**config.mk**
```make
export PLATFORM = sky130hd
export DESIGN_NAME = fetch_unit
export DESIGN_NICKNAME = d
export VERILOG_FILES = /design/src/rtl/fetch_unit.sv
export SDC_FILE = /design/constraint.sdc
export NUM_CORES = 1
export LEC_CHECK = 0
export BUFFER_PORTS_ARGS = -buffer_cell sky130_fd_sc_hd__buf_2
export CAP_MARGIN = 30
export CORE_MARGIN = 8
export CORE_UTILIZATION = 59
export CTS_CLUSTER_SIZE = 24
export DETAILED_ROUTE_END_ITERATION = 8
export GPL_TIMING_DRIVEN = 0
export PLACE_DENSITY_LB_ADDON = 0.2
export SYNTH_ARGS = -nofsm -noshare
export SYNTH_HDL_FRONTEND = slang
export SYNTH_SLANG_ARGS = --single-unit
```
**constraint.sdc**
```tcl
create_clock -name clk -period 10.9 [get_ports clk]
set_clock_uncertainty 0.15 [all_clocks]
set_input_delay 0 -clock clk [delete_from_list [all_inputs] [get_ports clk]]
set_output_delay 0 -clock clk [all_outputs]
set_load 0.005 [all_outputs]
```
**src/rtl/fetch_unit.sv**
```systemverilog
// Instruction fetch stage: owns the PC, issues request/valid fetches to the
// instruction memory, handles branch redirects (squashing late responses),
// and fills the IF/ID register with a one-entry skid buffer for decode stalls.
module fetch_unit #(
  parameter int unsigned         ADDR_W   = 64,
  parameter int unsigned         INSTR_W  = 32,
  parameter logic [ADDR_W-1:0]   RESET_PC = {ADDR_W{1'b0}}
) (
  input  logic               clk,
  input  logic               rst,
  output logic               imem_req,
  output logic [ADDR_W-1:0]  imem_addr,
  input  logic               imem_valid,
  input  logic [INSTR_W-1:0] imem_instr,
  input  logic               branch_taken,
  input  logic [ADDR_W-1:0]  branch_target,
  input  logic               stall,
  output logic               if_valid,
  output logic [ADDR_W-1:0]  if_pc,
  output logic [INSTR_W-1:0] if_instr
);

  typedef enum logic [1:0] {
    ST_REQ  = 2'b00,
    ST_WAIT = 2'b01,
    ST_HOLD = 2'b10
  } state_t;

  localparam logic [ADDR_W-1:0] PC_STEP    = {{(ADDR_W-3){1'b0}}, 3'b100};
  localparam logic [ADDR_W-1:0] ALIGN_MASK = {{(ADDR_W-2){1'b1}}, 2'b00};

  state_t               state_r,     state_nxt_s;
  logic [ADDR_W-1:0]    pc_r,        pc_nxt_s;
  logic                 squash_r,    squash_nxt_s;
  logic [INSTR_W-1:0]   skid_r,      skid_nxt_s;
  logic                 if_valid_r,  if_valid_nxt_s;
  logic [ADDR_W-1:0]    if_pc_r,     if_pc_nxt_s;
  logic [INSTR_W-1:0]   if_instr_r,  if_instr_nxt_s;
  logic                 imem_req_r,  imem_req_nxt_s;
  logic [ADDR_W-1:0]    imem_addr_r, imem_addr_nxt_s;

  logic [ADDR_W-1:0]    target_s;
  logic                 slot_free_s;

  // Redirect target is word aligned; IF/ID may accept new data when empty or draining.
  always_comb begin
    target_s    = branch_target & ALIGN_MASK;
    slot_free_s = !if_valid_r || !stall;
  end

  // Next-state and next-output logic for the fetch sequencer.
  always_comb begin
    state_nxt_s     = state_r;
    pc_nxt_s        = pc_r;
    squash_nxt_s    = squash_r;
    skid_nxt_s      = skid_r;
    if_pc_nxt_s     = if_pc_r;
    if_instr_nxt_s  = if_instr_r;
    imem_req_nxt_s  = imem_req_r;
    imem_addr_nxt_s = imem_addr_r;
    // Decode consumes the slot whenever it is not stalled.
    if (stall) begin
      if_valid_nxt_s = if_valid_r;
    end else begin
      if_valid_nxt_s = 1'b0;
    end

    case (state_r)
      ST_REQ: begin
        if (branch_taken) begin
          pc_nxt_s       = target_s;
          if_valid_nxt_s = 1'b0;
          imem_req_nxt_s = 1'b0;
          state_nxt_s    = ST_REQ;
        end else begin
          imem_req_nxt_s  = 1'b1;
          imem_addr_nxt_s = pc_r;
          state_nxt_s     = ST_WAIT;
        end
      end

      ST_WAIT: begin
        if (branch_taken) begin
          pc_nxt_s       = target_s;
          if_valid_nxt_s = 1'b0;
          if (imem_valid) begin
            // Response for the old path arrives now: drop it and refetch.
            imem_req_nxt_s = 1'b0;
            squash_nxt_s   = 1'b0;
            state_nxt_s    = ST_REQ;
          end else begin
            // Keep the request open; its response will be discarded.
            squash_nxt_s   = 1'b1;
          end
        end else if (imem_valid) begin
          imem_req_nxt_s = 1'b0;
          if (squash_r) begin
            squash_nxt_s = 1'b0;
            state_nxt_s  = ST_REQ;
          end else if (slot_free_s) begin
            if_valid_nxt_s = 1'b1;
            if_pc_nxt_s    = pc_r;
            if_instr_nxt_s = imem_instr;
            pc_nxt_s       = pc_r + PC_STEP;
            state_nxt_s    = ST_REQ;
          end else begin
            skid_nxt_s  = imem_instr;
            state_nxt_s = ST_HOLD;
          end
        end else begin
          state_nxt_s = ST_WAIT;
        end
      end

      ST_HOLD: begin
        if (branch_taken) begin
          pc_nxt_s       = target_s;
          if_valid_nxt_s = 1'b0;
          state_nxt_s    = ST_REQ;
        end else if (!stall) begin
          if_valid_nxt_s = 1'b1;
          if_pc_nxt_s    = pc_r;
          if_instr_nxt_s = skid_r;
          pc_nxt_s       = pc_r + PC_STEP;
          state_nxt_s    = ST_REQ;
        end else begin
          state_nxt_s = ST_HOLD;
        end
      end

      default: begin
        imem_req_nxt_s = 1'b0;
        squash_nxt_s   = 1'b0;
        state_nxt_s    = ST_REQ;
      end
    endcase
  end

  // State, PC, skid and IF/ID registers with asynchronous reset.
  always_ff @(posedge clk or posedge rst) begin
    if (rst) begin
      state_r     <= ST_REQ;
      pc_r        <= RESET_PC;
      squash_r    <= 1'b0;
      skid_r      <= {INSTR_W{1'b0}};
      if_valid_r  <= 1'b0;
      if_pc_r     <= {ADDR_W{1'b0}};
      if_instr_r  <= {INSTR_W{1'b0}};
      imem_req_r  <= 1'b0;
      imem_addr_r <= RESET_PC;
    end else begin
      state_r     <= state_nxt_s;
      pc_r        <= pc_nxt_s;
      squash_r    <= squash_nxt_s;
      skid_r      <= skid_nxt_s;
      if_valid_r  <= if_valid_nxt_s;
      if_pc_r     <= if_pc_nxt_s;
      if_instr_r  <= if_instr_nxt_s;
      imem_req_r  <= imem_req_nxt_s;
      imem_addr_r <= imem_addr_nxt_s;
    end
  end

  assign imem_req  = imem_req_r;
  assign imem_addr = imem_addr_r;
  assign if_valid  = if_valid_r;
  assign if_pc     = if_pc_r;
  assign if_instr  = if_instr_r;

endmodule

```
# Word-level counts from Yosys, hierarchy flattened
# Index checks and enable logic that the tools add are counted.
[op_classes] muxes=46 add_sub_neg=1 n_reduce_logical=13 n_eq_ne=14 bitwise_logic=5
[ops] operator="two-way mux 64 bit" n=13
[ops] operator="two-way mux 32 bit" n=6
[ops] operator="one-hot mux 64 bit (3 select lines)" n=1
[ops] operator="one-hot mux 64 bit (2 select lines)" n=1
[ops] operator="adder 64 x 3 -> 64 bit (second input constant)" n=1
[ops] operator="one-hot mux 32 bit (2 select lines)" n=1
[ops] operator="!= test 3 bit (second input constant)" n=5
[ops] operator="two-way mux 2 bit" n=7
[ops] operator="!= test 2 bit (second input constant)" n=7
[ops] operator="two-way mux 1 bit" n=13
[ops] operator="AND reduction 7 bit" n=1
[ops] operator="one-hot mux 1 bit (3 select lines)" n=2
[ops] operator="one-hot mux 2 bit (3 select lines)" n=1
[ops] operator="AND reduction 2 bit" n=3
[ops] operator="AND reduction 6 bit" n=1
[ops] operator="NOT 1 bit" n=5
[ops] operator="AND reduction 5 bit" n=1
[ops] operator="nonzero test 3 bit" n=1
[ops] operator="== test 2 x 1 -> 1 bit (second input constant)" n=1
[ops] operator="== test 2 bit (second input constant)" n=1
[ops] operator="zero test 1 bit" n=2
[ops] operator="zero test 2 bit" n=1
[ops] operator="one-hot mux 1 bit (2 select lines)" n=1
[ops] operator="nonzero test 2 bit" n=1
[ops] operator="2 further kinds" n=2
[totals] reg_bits=261 in_bits=101

# Longest topological paths before layout
# Gate-level depths: netlist of the first run.
[logic_depth] ltp_word=7 mapped_depth=10

# Worst setup path after synthesis of the first run
# No wires, ideal clock.
[synth_timing] path_kind="register to register" start="register state_r[1]" end="register pc_r[47]" path_stages_with_launch=8 path_slack_ps=8679 setup_time_ps=69 required_time_ps=10681 path_buffers=0 period_less_slack_ps=2221 arrival_ps=2002 path_cell_list="dfrtp_1 > inv_1 > ha_1 > a21o_1 > a221oi_2 > nand2_1 > or4_1 > nand3_1"
[synth_between] elab_chain_cells=3 word_cells_on_any_way=11 classes_between="eq/ne (7); mux (1); reduce/logical (3)"
[synth_lines] item="start, declared" line_no="32" rtl="state_t state_r, state_nxt_s;"
[synth_lines] item="start signal, assigned" line_no="152" rtl="state_r <= state_nxt_s;"
[synth_lines] item="== test 2 x 1 -> 1 bit (tied with other cells)" line_no="68" rtl="case (state_r)"
[synth_lines] item="!= test 3 bit (no line) (tied with other cells)"
[synth_lines] item="AND reduction 6 bit (no line)"
[synth_lines] item="end signal, assigned" line_no="153" rtl="pc_r <= pc_nxt_s;"
[synth_lines] item="end, declared" line_no="33" rtl="logic [ADDR_W-1:0] pc_r, pc_nxt_s;"
# Parallel ways exist; a longest one is shown, timed or not.
# A chain may end at the register's enable or synchronous reset.

# Final worst setup path of the first run
[layout_timing] start="register state_r[0]" end="register if_valid_r (netlist: if_valid)"
[layout_between] elab_chain_cells=2 word_cells_on_any_way=4 classes_between="eq/ne (2); mux (1); reduce/logical (1)"
[layout_lines] item="== test 2 bit (tied with other cells)" line_no="68"
[layout_lines] item="one-hot mux 1 bit (3 select lines) *" line_no="68"
[layout_lines] item="net if_valid_nxt_s" line_no="36" rtl="logic if_valid_r, if_valid_nxt_s;"
[layout_lines] item="end signal, assigned" line_no="156" rtl="if_valid_r <= if_valid_nxt_s;"
[layout_lines] item="end, declared" line_no="36"
# Mark *: on every way through the listed nets, which the timed path passes. The rest lies on a longest branch.

==> results of run 1 <==
==> per-stage QoR <==
stage | std cells | utilization
2_1_floorplan | 1040 | -
3_3_place_gp | 1561 | 0.686
3_5_place_dp | 1564 | 0.690
4_1_cts | 1710 | 0.783
5_1_grt | 1711 | 0.783
6_report | 1711 | 0.783
==> cell type report <==
type	count	area [sq um]	area share
Buffer	78	373	0.0244
Clock buffer	36	749	0.0490
Multi-Input combinational cell	697	5000	0.327
Timing Repair Buffer	360	2360	0.154
Sequential cell	255	6380	0.417
Tap cell	265	332	0.0217
Clock inverter	9	51.3	0.00335
Antenna cell	1	2.50	0.000164
Inverter	10	45.0	0.00295
==> critical path, delay by kind of cell, from the launching register on <==
family | cells | cell delay, ps
and+or+nand+nor | 2 | 250
DFF | 1 | 410
AOI/OAI and AO/OA | 1 | 140
buffers and inverters | 4 | 1890
adders and majority gates | 1 | 260
==> flip-flops by register name (all words and copies together) (netlist names) <==
name       cells
if_instr      32
if_pc         62
if_valid       1
imem_addr     62
imem_req       1
pc_r          62
skid_r        32
squash_r       1
state_r        2
==> kinds of logic after synthesis <==
group / share of synthesized area
DFF: 0.542
buffers and inverters: 0.0348
adders and majority gates: 0.00531
and+or+nand+nor: 0.121
muxes: 0.178
AOI/OAI and AO/OA: 0.119
other: 0.000318
==> layer usage <==
metal,routed length [microns],vias up,GRT usage
li1,-,4566,-
met2,18000,547,0.494
met1,14000,5082,0.378
met3,3470,123,0.0609
met5,0,-,0
met4,1510,0,0.126
==> cells in the mapped netlist (6+ instances only) <==
cell type / number / area (sq um)
dfrtp_1: 255 / 6380
mux2_2: 157 / 1770
a21oi_1: 108 / 541
nor2_1: 75 / 282
nand2_1: 60 / 225
nand3_1: 37 / 185
clkbuf_1: 34 / 128
mux2i_1: 33 / 330
buf_2: 31 / 155
o21ai_0: 31 / 155
o22ai_1: 23 / 144
nand4_1: 20 / 125
and3_1: 17 / 106
o22a_1: 14 / 123
a2bb2oi_1: 12 / 105
and4_1: 12 / 105
a31oi_1: 10 / 62.6
inv_1: 10 / 37.5
buf_4: 7 / 52.6
or3_1: 6 / 37.5
==> path summary, 6_finish.rpt <==
check,to,slack (ps),cells after the start
worst max-delay path,if_valid$_DFF_PP0_,7720,8
worst min-delay path,pc_r[37]$_DFFE_PP0P_,90,4
worst max register to register,if_valid$_DFF_PP0_,7720,8
worst min register to register,if_pc[39]$_DFFE_PP0P_,350,1
max in group asynchronous,if_pc[20]$_DFFE_PP0P_,9130,5
min in group asynchronous,if_instr[21]$_DFFE_PP0P_,550,4
==> repair_timing <==
item                      in CTS  in global routing
resized for setup              0                  0
hold endpoints to repair     386                  0
hold buffers                 101                  0
buffers inserted               0                  0
==> report_power, final <==
part / internal, W / switching (W) / total, W
clock network: 0.000479 / 0.000360 / 0.000839
registers: 0.00125 / 0.000215 / 0.00147
logic: 0.000461 / 0.000415 / 0.000876
==> impl_metrics.tcl, run 1 <==
set metrics [dict create \
    p_total_w 0.00318 \
    ioPinCount 263 \
    status "finished clean" \
    post-place-ws_ps 7890 \
    startpoint_type "flop" \
    design_area_sq_um 15300 \
    crit_type "reg2reg" \
    htree_levels 1 \
    period_share 0.292 \
    cp-startpoint "state_r[0]$_DFFE_PP0N_" \
    port_buffers 256 \
    syn-instance-count 1037 \
    syn_area_sq_um 11800 \
    cp-end-kind "flop" \
    worst_pin_slew_ps 951 \
    holdWs_ps 85.2 \
    ys.flop_type "dfrtp_1" \
    clk_latency_ps 530 \
    gp_congestion 0.929 \
    setup_viol 0 \
    gr-usage-all-layers 0.299 \
    drive_gt1_frac 0.360 \
    drc 0 \
    drtAntennaViolNets 0 \
    num_rows 51 \
    avgSynthCellArea_sq_um 11.4 \
    final_common_cell "buf_2" \
    wl_microns 37000 \
    cts.sinks 255 \
    async_flop_share 1.00 \
    die_area_sq_um 24700 \
    min_path_type "in2reg" \
    nets 1535 \
    die_x_microns 157 \
    critical_path_required_ps 11200 \
    grt_pass1_vias 10665 \
    hold_viol 0 \
    rr_startpoint "state_r[0]$_DFFE_PP0N_" \
    drv_slew 0 \
    synth_cell_types 59 \
    synth-edff-count 0 \
    hold_start "branch_target[37]" \
    viasPerCell 6.03 \
    initialDrtViolationCount 948 \
    final_cell_mix "287 x buf_2, 255 x dfrtp_1, 157 x mux2_2" \
    power_density_nw_per_um2 208 \
    cts_made_buffers 27 \
    path_cells "inv_1 > ha_1 > nor2b_1 > clkbuf_1 > clkbuf_1 > o211ai_1 > nand2_1 > dlygate4sd3_1" \
    area_growth_pct 29.8 \
    grt_max_degree 102 \
    arrival_ps 3480 \
    cpMaxStageDelayCell "clkbuf_1" \
    num_vias 10318 \
    ys_warn_count 0 \
    p_leak_nw 6.74 \
    max_cap_viol_count 0 \
    root_buffer "clkbuf_16" \
    ys_seq_area_frac 0.542 \
    fillers 1262 \
    antenna_found_initial 1 \
    grt_pass1_wl_microns 58100 \
    wl_per_cell_microns 21.6 \
    tritoncts "yes" \
    placed_area_sq_um 13500 \
    initial_core_util 0.603 \
    coreArea_sq_um 19500 \
    cts_buffer_depth 3 \
    finalCriticalPeriod_ps 3180 \
    worst-path-max-fanout 10 \
    max_slew_margin 0.366 \
    fin_ws_ps 7720 \
    ys_ff_latch 255 \
    vdd_drop_max_v 0.000165 \
    dr.pass1.iters 5 \
    hpwl_microns 24700 \
    clk_pin_slew_ps 60 \
    path_common_cell "clkbuf_1" \
    max_freq_ghz 0.314 \
    finalSetupTns_ps 0 \
    die_h_microns 157 \
    max_stage_delay_ps 720 \
    overflow 0 \
    rsz0062_at_grt "false" \
]
(Power assumes the default switching activity.)
==> run 2: changes to the inputs <==
--- a/config.mk
+++ b/config.mk
@@ -5,10 +5,11 @@
 export SDC_FILE = /design/constraint.sdc
 export NUM_CORES = 1
 export LEC_CHECK = 0
+export ABC_AREA = 1
 export BUFFER_PORTS_ARGS = -buffer_cell sky130_fd_sc_hd__buf_2
 export CAP_MARGIN = 30
 export CORE_MARGIN = 8
-export CORE_UTILIZATION = 59
+export CORE_UTILIZATION = 50
 export CTS_CLUSTER_SIZE = 24
 export DETAILED_ROUTE_END_ITERATION = 8
 export GPL_TIMING_DRIVEN = 0
==> constraint.sdc (replaced) <==
create_clock -name clk -period 2.6 [get_ports clk]
set_clock_uncertainty 0.15 [all_clocks]
set_input_delay 0 -clock clk [delete_from_list [all_inputs] [get_ports clk]]
set_output_delay 0 -clock clk [all_outputs]
set_load 0.005 [all_outputs]
==> run 2 against run 1 <==
  * Sequential cell count stayed put
  * Sequential power grew to 4.4 times the previous value
  * Via count is 25% higher
  * Die area is 22% higher
  * Wire length is 18% higher
  * Setup slack worse by 7500 ps
  * Sequential share of layout area is 2.4 points lower
  * Synthesized cell count is 61% higher
  * Core utilization is 13 points lower
  * Combinational power grew to 5.4 times the previous value
  * Critical endpoint is now skid_r[28]$_DFFE_PP0P_
  * Largest cell class unchanged
==> impl_metrics.tcl, run 2 <==
set metrics [dict create \
    setup_viol 0 \
    ys.flop_type "dfrtp_1" \
    period_share 0.934 \
    ys_ff_latch 255 \
    min_path_type "in2reg" \
    status "finished clean" \
    synth_top_area_share 0.511 \
    ys_top_cells_by_count "599 x nand2_1, 255 x dfrtp_1, 227 x nor2_1, 162 x o21ai_0, 128 x inv_1" \
    ys_warn_count 0 \
    area_growth_pct 30.0 \
    final_cell_mix "599 x nand2_1, 287 x buf_2, 255 x dfrtp_1" \
    synth_top_family_by_area "simple AND/OR/NAND/NOR gates" \
    tritoncts "yes" \
    holdWs_ps 63.4 \
    gr-usage-all-layers 0.280 \
    wl_microns 43500 \
    p_leak_nw 8.22 \
    synth-edff-count 0 \
    final_cell_count_no_fill 2418 \
    clk_latency_ps 550 \
    synth_compound_area_frac 0.111 \
    max_cap_viol_count 0 \
    ioPinCount 263 \
    avgSynthCellArea_sq_um 7.48 \
    synth-simple-area-share 0.297 \
    cts_buffer_depth 3 \
    wl_per_cell_microns 18.0 \
    placed_cells 2266 \
    finalSetupTns_ps 0 \
    yosysTopAreaCell "dfrtp_1" \
    cts_made_buffers 27 \
    antenna_found_initial 2 \
    syn_area_sq_um 12500 \
    rr_startpoint "state_r[1]$_DFFE_PP0N_" \
    dr.pass1.iters 5 \
    synthXorXnorAreaFrac 0.00561 \
    synthMuxAreaShare 0 \
    ys_seq_area_frac 0.511 \
    crit_type "reg2reg" \
    overflow 0 \
    die_area_sq_um 30300 \
    nets 2173 \
    synth_cell_types 32 \
    final_common_cell "nand2_1" \
    drv_slew 0 \
    die_x_microns 174 \
    rsz0062_at_grt "false" \
    initialDrtViolationCount 1159 \
    grt_pass1_vias 12712 \
    root_buffer "clkbuf_16" \
    hold_viol 0 \
    num_rows 58 \
    synth_fa_ha_area_frac 0.00501 \
    power_density_nw_per_um2 928 \
    max_freq_ghz 0.412 \
    gp_congestion 0.951 \
    fin_util 0.654 \
    coreArea_sq_um 24800 \
    grt_pass1_wl_microns 68800 \
    cts.sinks 255 \
    cp-end-kind "flop" \
    hpwl_microns 32200 \
    arrival_ps 2770 \
    critical_path_required_ps 2940 \
    grt_max_degree 43 \
    max_slew_margin 0.512 \
    synth.most_common_cell "nand2_1" \
    worst_pin_slew_ps 732 \
    syn-instance-count 1670 \
    cp-startpoint "state_r[1]$_DFFE_PP0N_" \
    startpoint_type "flop" \
    clk_pin_slew_ps 60 \
    synth.area.top_cells "dfrtp_1 51%, nand2_1 18%, nor2_1 6.8%" \
    vdd_drop_max_v 0.000560 \
    worst-path-max-fanout 7 \
    drc 0 \
    hold_start "imem_instr[7]" \
    port_buffers 256 \
    p_total_w 0.0151 \
    htree_levels 1 \
    cts_setup_buffers 0 \
    drive_gt1_frac 0.179 \
    initial_core_util 0.503 \
    num_vias 12876 \
    async_flop_share 1.00 \
    finalCriticalPeriod_ps 2430 \
    die_h_microns 174 \
    viasPerCell 5.33 \
    drtAntennaViolNets 0 \
]
[run 2: per-stage QoR]
| step | setup WS [ps] | area, sq um |
|---|---|---|
| floorplan | -908 | 12500 |
| global placement | -2470 | 14200 |
| detailed placement | 84.4 | 14300 |
| CTS | 74.1 | 16200 |
| global route | 1.16 | 16200 |
| finish | 172 | 16200 |
[run 2: cell families (layout without fill, tap and decap cells)]
| family | Yosys count | in the layout |
|---|---|---|
| compound gates | 262 | 262 |
| xor+xnor | 8 | 8 |
| fa+ha+maj | 5 | 5 |
| buf+inv | 210 | 623 |
| flops | 255 | 255 |
| other cells | 1 | 6 |
| simple gates | 929 | 929 |
[run 2: power by group]
group | total (W) | switching [W] | internal, W
Combinational | 0.00472 | 0.00279 | 0.00192
Sequential | 0.00652 | 0.00108 | 0.00544
Clock | 0.00382 | 0.00159 | 0.00223
[run 2: critical path, stage by stage, from the launching register on]
cell and delay [ps]:
dfrtp_1 400, inv_1 100, ha_1 220, inv_2 60, nor2_1 210, nand2_1 200, nor3_4 310, nand2_1 80
dlygate4sd3_1 570, nand2_1 70
[run 2: final timing paths]
| path | slack (ps) | cells after the start | endpoint |
|---|---|---|---|
| worst max-delay path | 170 | 9 | skid_r[28]$_DFFE_PP0P_ |
| worst min-delay path | 60 | 4 | skid_r[7]$_DFFE_PP0P_ |
| worst max register to register | 170 | 9 | skid_r[28]$_DFFE_PP0P_ |
| worst min register to register | 320 | 2 | skid_r[23]$_DFFE_PP0P_ |
| max in group asynchronous | 420 | 8 | imem_addr[43]$_DFFE_PP0P_ |
| min in group asynchronous | 550 | 4 | skid_r[1]$_DFFE_PP0P_ |
[run 2: cell type report]
type	instances	area (sq um)
fillers	2200	8580
clock buffers	40	764
clock inverters	8	98.8
flip-flops and latches	255	6380
repair buffers	365	2440
multi-input cells	1208	5260
well taps	330	413
diodes	2	5.00
plain buffers	76	365
inverters	134	509
[run 2: repair_timing]
item | 4_1_cts | 5_1_grt
resized for setup | 0 | 3
endpoints found under the setup margin | 0 | 61
hold endpoints to repair | 220 | 0
hold buffers | 102 | 0
[run 2: layer usage]
metal / vias to the layer above / global-route usage / routed length [microns]
li1: 6090 / - / -
met1: 6099 / 0.370 / 18500
met2: 587 / 0.450 / 20000
met3: 100 / 0.0477 / 3330
met4: 0 / 0.122 / 1730
met5: - / 0 / 0
==> run 3: changes to the inputs <==
--- a/config.mk
+++ b/config.mk
@@ -14,6 +14,7 @@
 export DETAILED_ROUTE_END_ITERATION = 8
 export GPL_TIMING_DRIVEN = 0
 export PLACE_DENSITY_LB_ADDON = 0.2
+export REMOVE_ABC_BUFFERS = 1
 export SYNTH_ARGS = -nofsm -noshare
 export SYNTH_HDL_FRONTEND = slang
 export SYNTH_SLANG_ARGS = --single-unit
==> run 3 against run 2 <==
  * Critical path depth did not move
  * Setup slack got worse by 110 ps
  * Die area did not move
  * First-iteration DRC count rose by 1.2%
  * Maximum frequency fell by 4.4%
  * Critical endpoint is now if_valid$_DFF_PP0_
  * Worst hold slack improved by 6.6 ps
  * Wire length fell by 5.5%
  * Core utilization rose by 0.67 points
  * Global-route usage fell by 1.8 points
  * Register-to-register slack got worse by 110 ps
  * Sequential share of layout area fell by 0.40 points
==> impl_metrics.tcl, run 3 (synthesized netlist as in run 2, its figures left out) <==
set metrics [dict create \
    min_path_type "in2reg" \
    area_growth_pct 31.3 \
    comb_power_share 0.302 \
    die_x_microns 174 \
    hpwl_microns 26200 \
    drive_gt1_frac 0.181 \
    worst_pin_slew_ps 616 \
    tritoncts "yes" \
    status "finished clean" \
    ioPinCount 263 \
    holdWs_ps 70.0 \
    max_slew_margin 0.589 \
    grt_pass1_vias 12182 \
    drv_slew 0 \
    finalSetupTns_ps 0 \
    switching_power_w 0.00548 \
    cts_made_buffers 27 \
    drtAntennaViolNets 0 \
    port_buffers 256 \
    final_cell_mix "597 x nand2_1, 256 x buf_2, 255 x dfrtp_1" \
    grt_pass1_wl_microns 65300 \
    drc 0 \
    vdd_drop_max_v 0.000606 \
    max_cap_viol_count 0 \
    crit_type "reg2reg" \
    fin_util 0.661 \
    gr-usage-all-layers 0.262 \
    overflow 0 \
    final_common_cell "nand2_1" \
    coreArea_sq_um 24800 \
    clk_latency_ps 540 \
    seqPwrFrac 0.422 \
    max_freq_ghz 0.394 \
    design_area_sq_um 16400 \
    initialDrtViolationCount 1173 \
    gp_congestion 0.924 \
    placed_cells 2191 \
    period_share 0.977 \
    swShare 0.354 \
    setup_viol 0 \
    die_h_microns 174 \
    nets 2114 \
    root_buffer "clkbuf_16" \
    htree_levels 1 \
    finalCriticalPeriod_ps 2540 \
    multi_input_area_sq_um 5430 \
    placed_area_sq_um 14100 \
    initial_core_util 0.503 \
    die_area_sq_um 30300 \
    arrival_ps 2870 \
    critical_path_required_ps 2940 \
    antenna_found_initial 3 \
    power_density_nw_per_um2 942 \
    cts_buffer_depth 3 \
    cp-end-kind "flop" \
    hold_viol 0 \
    grt_max_degree 122 \
    fillers 2169 \
    internal-power_w 0.00998 \
    cts.sinks 255 \
    worst-path-max-fanout 28 \
    p_leak_nw 8.25 \
    startpoint_type "flop" \
    num_rows 58 \
    clk_pin_slew_ps 60 \
    wl_microns 41100 \
    clkPwrFrac 0.276 \
    num_vias 12397 \
    seqCellArea_sq_um 6380 \
    wl_per_cell_microns 17.4 \
    final_cell_count_no_fill 2362 \
    viasPerCell 5.25 \
    dr.pass1.iters 5 \
]
run 3: changes by cell type in the layout (fill, tap and decap cells not counted), sizes merged, moves of 3 or more:
cell    delta
buf       -39
bufinv     +3
clkbuf    -30
inv        +3
nand2      +3
nand3      +3
run 3: critical path: stages (launching register included):
cell and delay (ps):
dfrtp_1 410, inv_2 130, ha_4 200, buf_16 170, clkinvlp_4 150, buf_16 190
a21oi_1 170, nor3_1 80, o32ai_1 210, dlygate4sd3_1 580
run 3: per-layer routing:
metal,share of wire,GRT usage,routed length (microns),vias to the layer above
met2,0.47,0.439,19500,512
met5,0,0,0,-
met3,0.078,0.0514,3190,72
met4,0.030,0.0841,1220,0
li1,-,-,-,5983
met1,0.42,0.338,17300,5830
run 3: power by group through the flow:
stage / Sequential [W] / Combinational, W / Clock (W)
after global routing: 0.00671 / 0.00531 / 0.00445
after floorplan: 0.00646 / 0.00224 / 0
after global placement: 0.00650 / 0.00422 / 0
final: 0.00653 / 0.00467 / 0.00426
after detailed placement: 0.00654 / 0.00436 / 0
after CTS: 0.00649 / 0.00467 / 0.00431
run 3: final timing paths:
path,from,cells past startpoint,slack [ps],endpoint
setup / recovery,state_r[0]$_DFFE_PP0N_,9,60,if_valid$_DFF_PP0_
hold / removal,imem_instr[13],4,70,skid_r[13]$_DFFE_PP0P_
setup reg to reg,state_r[0]$_DFFE_PP0N_,9,60,if_valid$_DFF_PP0_
hold reg to reg,skid_r[20]$_DFFE_PP0P_,2,320,skid_r[20]$_DFFE_PP0P_
max in group asynchronous,rst,6,520,if_pc[17]$_DFFE_PP0P_
min in group asynchronous,rst,4,410,skid_r[2]$_DFFE_PP0P_
run 3: per-stage QoR:
step | total power [W] | setup WS, ps
3_3_place_gp | 0.0107 | -7530
6_report | 0.0155 | 60.4
5_1_grt | 0.0165 | -2.15
3_5_place_dp | 0.0109 | -1240
4_1_cts | 0.0155 | 75.9
2_1_floorplan | 0.00870 | -4560
run 3: cell type report:
class	instances	share of cell area
flip-flops and latches	255	0.389
multi-input cells	1214	0.331
repair buffers	374	0.159
clock buffers	37	0.0478
inverters	134	0.0337
well taps	330	0.0252
clock inverters	13	0.0125
repair inverters	2	0.000915
diodes	3	0.000458
run 3: what timing repair did:
action | 4_1_cts | 5_1_grt
setup buffers | 9 | 0
gates resized for setup | 31 | 7
endpoints found under the setup margin | 188 | 113
gates cloned | 8 | 1
endpoints found under the hold margin | 282 | 0
pin swaps | 6 | 2
hold buffers | 100 | 0
